`src/rtl/led_ctrl_pkg.sv`:
```
// Shared types and helpers for the status LED bank controller.
// Holds the LED width, arbiter state encoding and index helper.
package led_ctrl_pkg;

  localparam int LED_W   = 8;
  localparam int MAX_REQ = 8;

  typedef enum logic {
    IDLE,
    OWNED
  } state_t;

  function automatic logic [2:0] onehot_to_idx(
    input logic [MAX_REQ-1:0] oh
  );
    logic [2:0] idx;
    idx = '0;
    for (int i = 0; i < MAX_REQ; i++) begin
      if (oh[i]) idx = 3'(i);
    end
    return idx;
  endfunction

endpackage

```
`src/rtl/rr_priority_picker.sv`:
```
// Combinational first-set picker scanning upward from a start index.
// Fixed mode always scans from index 0.
module rr_priority_picker #(
  parameter int N  = 4,
  parameter int PW = (N > 1) ? $clog2(N) : 1
) (
  input  logic [N-1:0]  req,
  input  logic [PW-1:0] start,
  input  logic          rr_mode,
  output logic [N-1:0]  pick,
  output logic          valid
);

  logic [PW-1:0] base;
  logic [PW-1:0] idx;

  always_comb begin
    base  = rr_mode ? start : '0;
    pick  = '0;
    valid = 1'b0;
    idx   = '0;
    for (int i = 0; i < N; i++) begin
      idx = PW'((int'(base) + i) % N);
      if (!valid && req[idx]) begin
        pick[idx] = 1'b1;
        valid     = 1'b1;
      end
    end
  end

endmodule

```
`src/rtl/led_bank_arbiter.sv`:
```
// Grants the 8-bit status LED bank to one requester at a time,
// with minimum dwell, maximum tenure preemption and LED masking.
module led_bank_arbiter
  import led_ctrl_pkg::*;
#(
  parameter int N_REQ       = 4,
  parameter int HOLD_CYCLES = 4,
  parameter int MAX_CYCLES  = 16
) (
  input  logic                   i_clk,
  input  logic                   i_reset,
  input  logic [N_REQ-1:0]       i_req,
  input  logic [LED_W*N_REQ-1:0] i_pattern,
  input  logic                   i_rr_mode,
  input  logic [LED_W-1:0]       i_led_mask,
  output logic [N_REQ-1:0]       o_grant,
  output logic                   o_busy,
  output logic [LED_W-1:0]       o_led
);

  localparam int CW = $clog2(MAX_CYCLES + 1);
  localparam int PW = (N_REQ > 1) ? $clog2(N_REQ) : 1;

  state_t           state_q, state_d;
  logic [N_REQ-1:0] grant_q, grant_d;
  logic [CW-1:0]    cnt_q, cnt_d;
  logic [PW-1:0]    rr_q, rr_d;
  logic             excl_q, excl_d;
  logic [PW-1:0]    excl_idx_q, excl_idx_d;
  logic [LED_W-1:0] led_q, led_d;

  logic [MAX_REQ-1:0] grant_ext;
  logic [PW-1:0]      owner;
  logic [N_REQ-1:0]   excl_oh;
  logic [N_REQ-1:0]   elig;
  logic [N_REQ-1:0]   pick;
  logic               pick_valid;
  logic [LED_W-1:0]   pat_sel;
  logic               owner_req;
  logic               others_req;
  logic               hold_done;
  logic               at_max;
  logic               rel;
  logic               preempt;

  always_comb begin
    grant_ext = '0;
    grant_ext[N_REQ-1:0] = grant_q;
  end

  assign owner = PW'(onehot_to_idx(grant_ext));

  always_comb begin
    excl_oh = '0;
    if (excl_q) excl_oh[excl_idx_q] = 1'b1;
  end

  assign elig = i_req & ~excl_oh;

  rr_priority_picker #(
    .N  (N_REQ),
    .PW (PW)
  ) u_picker (
    .req     (elig),
    .start   (rr_q),
    .rr_mode (i_rr_mode),
    .pick    (pick),
    .valid   (pick_valid)
  );

  always_comb begin
    pat_sel = '0;
    for (int k = 0; k < N_REQ; k++) begin
      if (grant_q[k]) pat_sel = i_pattern[k*LED_W +: LED_W];
    end
  end

  assign owner_req  = |(i_req & grant_q);
  assign others_req = |(i_req & ~grant_q);
  assign hold_done  = cnt_q >= CW'(HOLD_CYCLES - 1);
  assign at_max     = cnt_q >= CW'(MAX_CYCLES - 1);
  assign rel        = !owner_req && hold_done;
  // A drop coinciding with the tenure limit counts as a plain release
  assign preempt    = at_max && others_req && !rel;

  always_comb begin
    state_d    = state_q;
    grant_d    = grant_q;
    cnt_d      = cnt_q;
    rr_d       = rr_q;
    excl_d     = excl_q;
    excl_idx_d = excl_idx_q;
    unique case (state_q)
      IDLE: begin
        // Exclusion only ever applies to one arbitration cycle
        excl_d = 1'b0;
        if (pick_valid) begin
          grant_d = pick;
          cnt_d   = '0;
          state_d = OWNED;
        end
      end
      OWNED: begin
        if (cnt_q != CW'(MAX_CYCLES)) cnt_d = cnt_q + CW'(1);
        if (rel || preempt) begin
          state_d = IDLE;
          grant_d = '0;
          if (owner == PW'(N_REQ - 1)) rr_d = '0;
          else rr_d = owner + PW'(1);
          if (preempt) begin
            excl_d     = 1'b1;
            excl_idx_d = owner;
          end
        end
      end
      default: state_d = IDLE;
    endcase
  end

  assign led_d = (state_q == OWNED) ? (pat_sel & i_led_mask) : '0;

  always_ff @(posedge i_clk or posedge i_reset) begin
    if (i_reset) begin
      state_q    <= IDLE;
      grant_q    <= '0;
      cnt_q      <= '0;
      rr_q       <= '0;
      excl_q     <= 1'b0;
      excl_idx_q <= '0;
      led_q      <= '0;
    end else begin
      state_q    <= state_d;
      grant_q    <= grant_d;
      cnt_q      <= cnt_d;
      rr_q       <= rr_d;
      excl_q     <= excl_d;
      excl_idx_q <= excl_idx_d;
      led_q      <= led_d;
    end
  end

  assign o_grant = grant_q;
  assign o_busy  = (state_q == OWNED);
  assign o_led   = led_q;

endmodule

```
`config.mk`:
```
export PLATFORM = sky130hd
export DESIGN_NAME = led_bank_arbiter
export DESIGN_NICKNAME = d
export VERILOG_FILES = /design/src/rtl/led_ctrl_pkg.sv /design/src/rtl/rr_priority_picker.sv /design/src/rtl/led_bank_arbiter.sv
export SDC_FILE = /design/constraint.sdc
export NUM_CORES = 1
export LEC_CHECK = 0
export ABC_CLOCK_PERIOD_IN_PS = 2200
export CAP_MARGIN = 40
export CORE_UTILIZATION = 46
export DETAILED_ROUTE_END_ITERATION = 7
export PLACE_DENSITY = 0.8
export SLEW_MARGIN = 20
export SYNTH_ARGS = -nofsm -noshare
export SYNTH_HDL_FRONTEND = slang
export SYNTH_SLANG_ARGS = --single-unit
```
`constraint.sdc`:
```
create_clock -name i_clk -period 2.2 [get_ports i_clk]
set_input_delay 0.66 -clock i_clk [delete_from_list [all_inputs] [get_ports i_clk]]
set_output_delay 0.66 -clock i_clk [all_outputs]
set_load 0.005 [all_outputs]
```
### Word level (Yosys, flattened, before mapping)

Cells that the tools add are included.
Widths: inputs -> output; s select.

| word-level totals | value |
|---|---|
| bits of input ports | 47 |
| register bits after elaboration | 23 |

| cells by class | value |
|---|---|
| reductions and logical operators | 24 |
| order comparisons | 12 |
| bitwise operators | 10 |
| mux-type cells | 49 |
| equality and inequality tests | 6 |
| add/sub/neg operators | 5 |

Operator list:

| operator | count |
|---|---|
| $mux 8 | 5 |
| $mux 4 | 7 |
| $mux 1 | 18 |
| $lt 2x3->1 const B | 5 |
| $and 4x4->4 | 3 |
| $or 4x4->4 | 3 |
| $logic_and 1x1->1 | 11 |
| $demux 1 s2 | 5 |
| $ge 2x1->1 const B | 5 |
| $mux 5 | 2 |
| $pmux 5 s2 | 1 |
| $and 8x8->8 | 1 |
| $bmux 1 s2 | 4 |
| $mux 2 | 4 |
| $not 4->4 | 2 |
| $pmux 4 s2 | 1 |
| $reduce_and 2->1 | 4 |
| $reduce_or 4->1 | 2 |
| $ne 2x1->1 const B | 3 |
| $add 5x1->5 const B | 1 |
| $ge 5x2->1 const B | 1 |
| $ge 5x4->1 const B | 1 |
| $logic_not 1->1 | 5 |
| $ne 5x5->1 const B | 1 |
| other kinds (8) | 11 |

### Logic depth before layout (Yosys ltp)

Gate-level depths: netlist of the first run.

| logic depth | value |
|---|---|
| depth after elaboration | 21 |
| gate-level depth with buffers | 9 |
| gate-level depth less buffers | 8 |

### Modules after synthesis

From an unflattened synthesis of the first run, not the netlist that was laid out.

| second synthesis, totals | value |
|---|---|
| cells, all modules | 201 |
| area, all modules | 1749.2 um^2 |

Modules (own cells, without submodules):

| module | instances | cells each | area an instance (um^2) |
|---|---|---|---|
| led_bank_arbiter | 1 | 148 | 1353.8 |
| rr_priority_picker | 1 | 53 | 395.4 |

### Least setup slack after synthesis of the first run

Ideal clock, no wire load.

| timing path | value |
|---|---|
| kind | input to register |
| start | input port i_rr_mode |
| end | register state_q (netlist: o_busy) |
| buffers on the path | 2 |
| arrival | 2.111 ns |
| stages | 9 |
| setup slack | -0.040 ns |
| cell sequence | and2_1 buf_6 ha_1 buf_2 nand2_1 o211ai_2 a22oi_4 a21o_2 o31ai_1 |

| between the ends | value |
|---|---|
| longest elaborated chain between the ends | 15 |

Ends and longest elaborated chain:

| item | line | RTL |
|---|---|---|
| start, declared | led_bank_arbiter.sv:14 | `input logic i_rr_mode,` |
| $mux 2 (*) | rr_priority_picker.sv:18 | `base = rr_mode ? start : '0;` |
| branches (longest 11 deep; another with $add 2x1->2) | -- |  |
| $mux 1 (*) | rr_priority_picker.sv:24 | `if (!valid && req[idx]) begin` |
| $mux 1 (*) | led_bank_arbiter.sv:97 | `if (pick_valid) begin` |
| $pmux 1 s2 (*) | led_bank_arbiter.sv:93 | `unique case (state_q)` |
| net state_d | led_bank_arbiter.sv:24 | `state_t state_q, state_d;` |
| end signal, assigned | led_bank_arbiter.sv:132 | `state_q <= state_d;` |
| end, declared | led_bank_arbiter.sv:24 |  |

Mark *: on every way through the listed nets, which the timed path passes. The select of a mux whose other input is x is not followed.
A chain may end at the register's enable or synchronous reset.

### Final worst setup path of the first run

| timing path | value |
|---|---|
| start | input port i_rr_mode |
| end | register grant_q[0] (netlist: o_grant[0]) |

| between the ends | value |
|---|---|
| longest elaborated chain between the ends | 15 |

Ends and longest elaborated chain:

| item | line | RTL |
|---|---|---|
| $mux 2 (*) | rr_priority_picker.sv:18 |  |
| branches (longest 14 deep; another with $lt 2x3->1) | -- |  |
| end signal, assigned | led_bank_arbiter.sv:133 | `grant_q <= grant_d;` |
| end, declared | led_bank_arbiter.sv:25 | `logic [N_REQ-1:0] grant_q, grant_d;` |

Mark *: on every way between the ends. The select of a mux whose other input is x is not followed.

==> summary.txt, run 1 <==
Power
  – Clock share of power: about 8.4%
  – Internal: about 1.8 mW
  – P_sw: ~1.4 mW
  – Sw frac: ~44%
  – Seq pwr share: between 20% and 30%
  – Peak VDD IR: 693.6 uV
  – Cell Pwr Density: 1081 nW/um^2
  – Leakage: approximately 1.3 nW
  – Comb power frac: 64.9%

Clock network
  – CTS Buffer Depth: 2
  – CTS tree: yes
  – H-tree Lvls: 1
  – Root buffer cell: clkbuf_8
  – Clk_lat worst skew: between 0.2 and 0.3 ns
  – Clock transition at path regs: around 0.080 ns
  – TritonCTS Buffers: 3
  – Clk sinks: 23
  – Post-CTS Hold Fix Bufs: 0

Floorplan
  – Starting Density: between 40% and 50%
  – Row count: 22
  – Die width: between 60 and 70 microns
  – Die ar.: around 4300 sq um
  – Core Footprint: about 3700 sq um
  – I/O pins: 60
  – DIE HEIGHT: 65.30 microns

Logic synthesis
  – Syn Area/Cell: between 8 and 9 sq um
  – Mapped Area: approximately 1800 sq um
  – Post-synthesis sequential area ratio: between 30% and 40%
  – Top_reg_cell synth: dfrtp_1
  – Share of the synthesized area in the top cell type: roughly 31%
  – Yosys cell types: 50
  – Syn_nets: 273
  – Asr flop ratio synth: 100.0%
  – Post-Synthesis Cells: roughly 210
  – Number of synthesized flops with an enable pin: 0
  – Flops & latches, synth: 23
  – Dominant cells by area after synthesis: dfrtp_1 (31%), ha_1 (8.1%), nand2_1 (6.9%), nand3_1 (5.2%), o22ai_1 (4.4%)
  – Cell taking the most area after synthesis: dfrtp_1
  – YS warnings: 0

Outcome
  – Status: finished, final reports clean

Layout
  – Area occupied by multi-input gates: 1269 sq um
  – Share of cells above drive strength 1: a little under a quarter
  – Final instance area: slightly below 3000 sq um
  – Layout fillers: ~260
  – N_diodes: 0
  – Area occupied by registers: 575.6 sq um
  – # nets final: around 370
  – P&R area growth vs syn: 59.47%

Worst setup path
  – CP peak stage delay: between 0.6 and 0.7 ns
  – Startpoint types: input port
  – CP max stage cell: mux4_2
  – Reg2reg end: o_grant[1]$_DFFE_PP0P_
  – Worst path bufs/invs: 3
  – R2R setup slack: about 0.15 ns
  – Crit path required time: between 2 and 2.5 ns
  – CP top delay family: multiplexers
  – Worst EP arrival: between 2 and 2.5 ns
  – Worst Reg2Reg Path Length in Cells: 7
  – CP cell instances: clkdlybuf4s15_1 -> and2_4 -> buf_12 -> inv_8 -> mux4_2 -> nand3_2 -> o22ai_2 -> a32oi_1
  – Reg2reg start: excl_idx_q[0]$_DFFE_PP0P_
  – CP max FO: 8
  – Kind of critical path: input port to register
  – CP Capture Type: register

Drt
  – DRT Wirelength: 6002 microns
  – Residual DRC count: 0
  – Routed vias/inst: between 5 and 6
  – ANT nets after route: 0
  – DRT iter0 DRCs: around 150
  – Vias: approximately 2100
  – Avg WL per Cell: ~17 microns
  – Pre-antenna DRT Iters: 4

Placement
  – Gpl congestion: 0.8425
  – Placed Area: 2708 sq um
  – DPL Wire Length: around 4400 microns
  – Port Buf Inserts: 59

Timing
  – Slew @ Worst Pin: roughly 0.54 ns
  – Worst hold slack: roughly 0.56 ns
  – Final hold vios: 0
  – Worst slew margin relative to its limit: approximately 64%
  – Max Slew Vio Count: 0
  – Fin crit period: between 2 and 2.5 ns
  – F_max: approximately 460 MHz
  – Fin crit share: 99.51%
  – Skew final: 0.0009387 ns
  – Setup violators final: 0

Global routing
  – Initial antenna violation count: 0
  – First-pass GRT wire length: between 9000 and 10000 microns
  – GR Util All Layers: roughly 28%
  – Vias in the first global route: roughly 1900
  – Largest net degree at the start of global routing: 24
  – Congestion Overflow GR: 0

Job
  – Max Cap Viol: 0

Min path
  – WHS Path Cells: 1
  – Hold EP: rr_q[1]$_DFFE_PP0P_
  – HP Start: rr_q[1]$_DFFE_PP0P_
  – Class of the worst hold path: register to register
==> registers in the layout, summed over array words and instances (netlist names) <==
name and count:
o_busy 1, excl_idx_q 2, rr_q 2, o_led 8
o_grant 4, excl_q 1, cnt_q 5
==> placed cells by master (no fill, tap or decap), drive strengths merged, types with 5 or more instances in the layout <==
cell type / count
clkdlybuf4s50: 54
buf: 39
nand2: 34
dfrtp: 23
nand3: 20
inv: 14
o22ai: 13
ha: 12
nor3: 9
o21ai: 9
a221oi: 7
a32oi: 7
a211oi: 6
nor2: 5
a21o: 5
==> power by group through the flow <==
stage	Sequential [mW]	Clock (mW)	Combinational (mW)
CTS	0.839	0.272	1.94
finish	0.848	0.267	2.06
floorplan	0.781	0	1.13
detailed placement	0.844	0	1.86
global route	0.872	0.289	2.25
global placement	0.833	0	1.82
==> cell usage after synthesis, types with 2 or more instances <==
cell type	number
o22ai_1	13
a221oi_1	7
clkbuf_1	6
nor2_1	5
nand3b_1	3
nor2b_1	2
nand3_1	19
a32oi_1	7
nor3_1	9
a22oi_1	3
mux2_2	3
dfrtp_1	23
a21o_1	4
nand2_1	34
a21oi_1	2
o31ai_1	2
nand2b_1	2
and3_1	2
a31oi_1	2
o21ai_1	8
inv_1	13
a211oi_1	6
ha_1	12
==> per-stage QoR <==
stage	power (mW)	std cells	worst slack, ns	setup TNS [ns]	util, %
floorplan	1.906	214	0.001008	0	-
global placement	2.649	345	-0.4401	-4.806	72.33
detailed placement	2.703	345	-0.5133	-5.252	72.33
CTS	3.056	350	0.008983	0	75.74
global route	3.409	356	-0.05109	-0.07557	78.51
finish	3.178	356	0.01086	0	78.51
==> worst max-delay path by stage <==
stage,start,end,slack (ns),depth (start not counted)
4_1_cts,i_req[3],o_grant[1]$_DFFE_PP0P_,0.009,9
3_5_place_dp,i_rr_mode,o_grant[1]$_DFFE_PP0P_,-0.51,9
2_1_floorplan,i_rr_mode,o_grant[0]$_DFFE_PP0P_,0.001,8
3_3_place_gp,i_rr_mode,o_grant[1]$_DFFE_PP0P_,-0.44,9
5_1_grt,i_rr_mode,o_grant[1]$_DFFE_PP0P_,-0.05,10
6_report,i_rr_mode,o_grant[0]$_DFFE_PP0P_,0.01,8
==> cell families after synthesis <==
kind of cell | synth area share (%)
compound gates | 28.04
flops | 31.23
fa+ha+maj | 8.146
xor+xnor | 0.4753
mux | 4.412
simple gates | 22.27
buf+inv | 5.431
==> layer usage <==
metal,GRT usage [%],vias up,part of all wire (%),routed length (microns)
met2,45.62,79,50,2993
met4,5.707,0,0.88,53
met5,0,-,0,0
li1,-,1001,-,-
met1,38.61,1024,45,2697
met3,2.778,10,4.3,258
==> layout make-up <==
class	count	share of cell area [%]
multi-input cells	168	43.17
repair buffers	98	31.50
flip-flops and latches	23	19.58
inverters	15	2.171
well taps	48	2.043
clock buffers	4	1.533
==> timing repair <==
item / CTS / global route
gates resized for setup: 18 / 13
endpoints found under the setup margin: 10 / 11
endpoints found under the hold margin: 0 / 0
buffers inserted: 1 / 6
pin swaps: 7 / 10
No activity file was read; power rests on OpenSTA's default activity.
==> run 2: changes to the inputs <==
--- a/config.mk
+++ b/config.mk
@@ -5,11 +5,12 @@
 export SDC_FILE = /design/constraint.sdc
 export NUM_CORES = 1
 export LEC_CHECK = 0
-export ABC_CLOCK_PERIOD_IN_PS = 2200
+export ABC_CLOCK_PERIOD_IN_PS = 2000
 export CAP_MARGIN = 40
-export CORE_UTILIZATION = 46
+export CORE_UTILIZATION = 42
 export DETAILED_ROUTE_END_ITERATION = 7
-export PLACE_DENSITY = 0.8
+export HOLD_SLACK_MARGIN = 0.06
+export PLACE_DENSITY = 0.77
 export SLEW_MARGIN = 20
 export SYNTH_ARGS = -nofsm -noshare
 export SYNTH_HDL_FRONTEND = slang
==> constraint.sdc (replaced) <==
create_clock -name i_clk -period 2 [get_ports i_clk]
set_input_delay 0.6 -clock i_clk [delete_from_list [all_inputs] [get_ports i_clk]]
set_output_delay 0.6 -clock i_clk [all_outputs]
set_load 0.005 [all_outputs]
==> run 2 against run 1 <==
Compared with the run above: the flow now finishes with violations (setup timing); total power increased by 18%; largest cell class unchanged; largest power group unchanged; sequential share of layout area fell by 0.63 points; global-route usage shrank 0.38 points.
==> summary.txt, run 2 (synthesized netlist as in run 1, its figures left out) <==
Outcome
  – Status: complete, but fails checks (was finished, final reports clean)
  – Failing checks: setup timing

Floorplan
  – Core Footprint: 4115 sq um (was 3744 sq um)
  – Die width: 68.25 microns (was 65.30 microns)
  – DIE HEIGHT: 68.25 microns (was 65.30 microns)
  – I/O pins: 60 (unchanged)
  – Row count: 23 (was 22)
  – Die ar.: 4657 sq um (was 4263 sq um)
  – Starting Density: 44.79% (was 49.23%)

Clock network
  – Clk_lat worst skew: 0.27 ns (about the same)
  – H-tree Lvls: 1 (unchanged)
  – Clk sinks: 23 (unchanged)
  – CTS tree: yes (unchanged)
  – TritonCTS Buffers: 3 (unchanged)
  – Post-CTS Hold Fix Bufs: 0 (unchanged)
  – Root buffer cell: clkbuf_8 (unchanged)
  – CTS Buffer Depth: 2 (unchanged)
  – Clock transition at path regs: 0.08 ns (about the same)

Layout
  – Layout fillers: 289 (was 255)
  – Area occupied by multi-input gates: 1301 sq um (was 1269 sq um)
  – Post-Layout Cell Count: 373 (was 356)
  – Most frequent cells in the layout: clkdlybuf4s50_1 (54), buf_4 (51), nand2_1 (33) (was clkdlybuf4s50_1 (54), nand2_1 (34), buf_4 (32))
  – Share of cells above drive strength 1: 30.34% (was 23.38%)
  – Final instance area: 3049 sq um (was 2939 sq um)
  – Fin util: 74.10% (was 78.51%)
  – # nets final: 383 (was 368)
  – Area occupied by registers: 578.1 sq um (was 575.6 sq um)
  – N_diodes: 0 (unchanged)
  – Max reg flops: 8 (unchanged)
  – Commonest non-fill, non-tap cell in the layout: clkdlybuf4s50_1 (unchanged)
  – P&R area growth vs syn: 65.44% (was 59.47%)

Timing
  – Slew @ Worst Pin: 0.5319 ns (was 0.5366 ns)
  – F_max: between 400 and 500 MHz
  – Worst slew margin relative to its limit: 64.47% (was 64.15%)
  – Max Slew Vio Count: 0 (unchanged)
  – Fin crit share: 103.9%
  – Setup violators final: 1 (was 0)
  – RSZ-0062 raised after global routing: true
  – Setup ws final: -0.07848 ns (was 0.01086 ns)
  – Final hold vios: 0 (unchanged)
  – Setup TNS: -0.07848 ns (was 0 ns)
  – Skew final: 0.001217 ns (was 0.0009387 ns)
  – Fin crit period: just over 2 ns

Placement
  – Gpl congestion: 0.8344 (was 0.8425)
  – Cell count after placement: 358 (was 345)
  – Placed Area: 2801 sq um (was 2708 sq um)
  – Port Buf Inserts: 59 (unchanged)
  – DPL Wire Length: 4594 microns (was 4414 microns)

Drt
  – ANT nets after route: 0 (unchanged)
  – Residual DRC count: 0 (unchanged)
  – Vias: 2227 (was 2114)
  – DRT Wirelength: 6585 microns (was 6002 microns)
  – DRT iter0 DRCs: 150 (was 145)
  – Pre-antenna DRT Iters: 4 (unchanged)
  – Avg WL per Cell: 17.65 microns (was 16.86 microns)
  – Routed vias/inst: 5.971 (was 5.938)

Worst setup path
  – Worst Setup SP: excl_idx_q[1]$_DFFE_PP0P_ (was i_rr_mode)
  – Startpoint types: register (was input port)
  – Worst EP arrival: 2.26 ns (was 2.38 ns)
  – CP max FO: 7 (was 8)
  – CP Capture Type: register (unchanged)
  – Kind of critical path: register to register (was input port to register)
  – Crit path required time: 2.18 ns (was 2.39 ns)
  – Reg2reg start: excl_idx_q[1]$_DFFE_PP0P_ (was excl_idx_q[0]$_DFFE_PP0P_)

Global routing
  – Vias in the first global route: 2051 (was 1907)
  – Congestion Overflow GR: 0 (unchanged)
  – First-pass GRT wire length: 9459 microns (was 9121 microns)
  – Initial antenna violation count: 0 (unchanged)
  – GR Util All Layers: 27.14% (was 27.52%)
  – Largest net degree at the start of global routing: 24 (unchanged)

Power
  – Clock share of power: 8.0% (was 8.4%)
  – Seq pwr share: 23.5% (was 26.7%)
  – Comb power frac: 68.5% (was 64.9%)
  – P_sw: 1.657 mW (was 1.408 mW)
  – Sw frac: 44.13% (was 44.30%)
  – Peak VDD IR: 591.2 uV (was 693.6 uV)
  – Cell Pwr Density: 1231 nW/um^2 (was 1081 nW/um^2)
  – Tot Pwr: 3.755 mW (was 3.178 mW)
  – Leakage: 1.352 nW (was 1.302 nW)
  – Internal: 2.098 mW (was 1.770 mW)

Min path
  – HP Start: rr_q[1]$_DFFE_PP0P_ (unchanged)
  – Class of the worst hold path: register to register (unchanged)

Job
  – Max Cap Viol: 0 (unchanged)
==> run 2: layout make-up <==
| cell class | count | area share (%) |
|---|---|---|
| Timing Repair Buffer | 113 | 32.83 |
| Clock buffer | 4 | 1.477 |
| Multi-Input combinational cell | 168 | 42.68 |
| Sequential cell | 23 | 18.96 |
| Tap cell | 50 | 2.052 |
| Inverter | 15 | 2.011 |
==> run 2: power groups by stage <==
stage / registers [mW] / logic, mW / clock network (mW)
global placement: 0.871 / 2.18 / 0
finish: 0.883 / 2.57 / 0.300
detailed placement: 0.883 / 2.23 / 0
CTS: 0.878 / 2.39 / 0.304
floorplan: 0.859 / 1.26 / 0
global route: 0.914 / 2.76 / 0.319
==> run 2: per-layer routing <==
metal / track usage, % / share of wire [%]
met1: 35.50 / 41
met2: 47.18 / 52
met3: 2.667 / 4.3
met5: 0 / 0
met4: 7.031 / 2.5
==> run 2: final timing paths <==
check	slack [ns]	to	depth (start not counted)
max	-0.08	o_grant[1]$_DFFE_PP0P_	7
min	0.60	rr_q[1]$_DFFE_PP0P_	1
max reg2reg	-0.08	o_grant[1]$_DFFE_PP0P_	7
min reg2reg	0.60	rr_q[1]$_DFFE_PP0P_	1
max in group asynchronous	1.05	excl_idx_q[1]$_DFFE_PP0P_	3
min in group asynchronous	0.69	o_led[3]$_DFF_PP0_	3
==> run 2: critical path, cell delays in order, from the launching register on <==
cell      delay [ns]
dfrtp_2         0.46
or3b_4          0.45
a32oi_1         0.17
mux2i_1         0.10
buf_4           0.17
a211oi_2        0.26
o22ai_2         0.14
a32oi_2         0.24
==> run 2: timing repair <==
| action | in CTS | in global routing |
|---|---|---|
| setup endpoints to repair | 15 | 12 |
| resized for setup | 23 | 16 |
| pin swaps | 12 | 10 |
| buffers inserted | 6 | 5 |
==> run 2: metrics by stage <==
| step | hold slack, ns | worst slack, ns |
|---|---|---|
| 6_report | 0.5953 | -0.07848 |
| 5_1_grt | 0.5954 | -0.08114 |
| 4_1_cts | 0.5758 | 0.02359 |
| 3_5_place_dp | 0.5373 | -0.6220 |
| 3_3_place_gp | 0.5286 | -0.5285 |
| 2_1_floorplan | 0.4798 | -0.02309 |
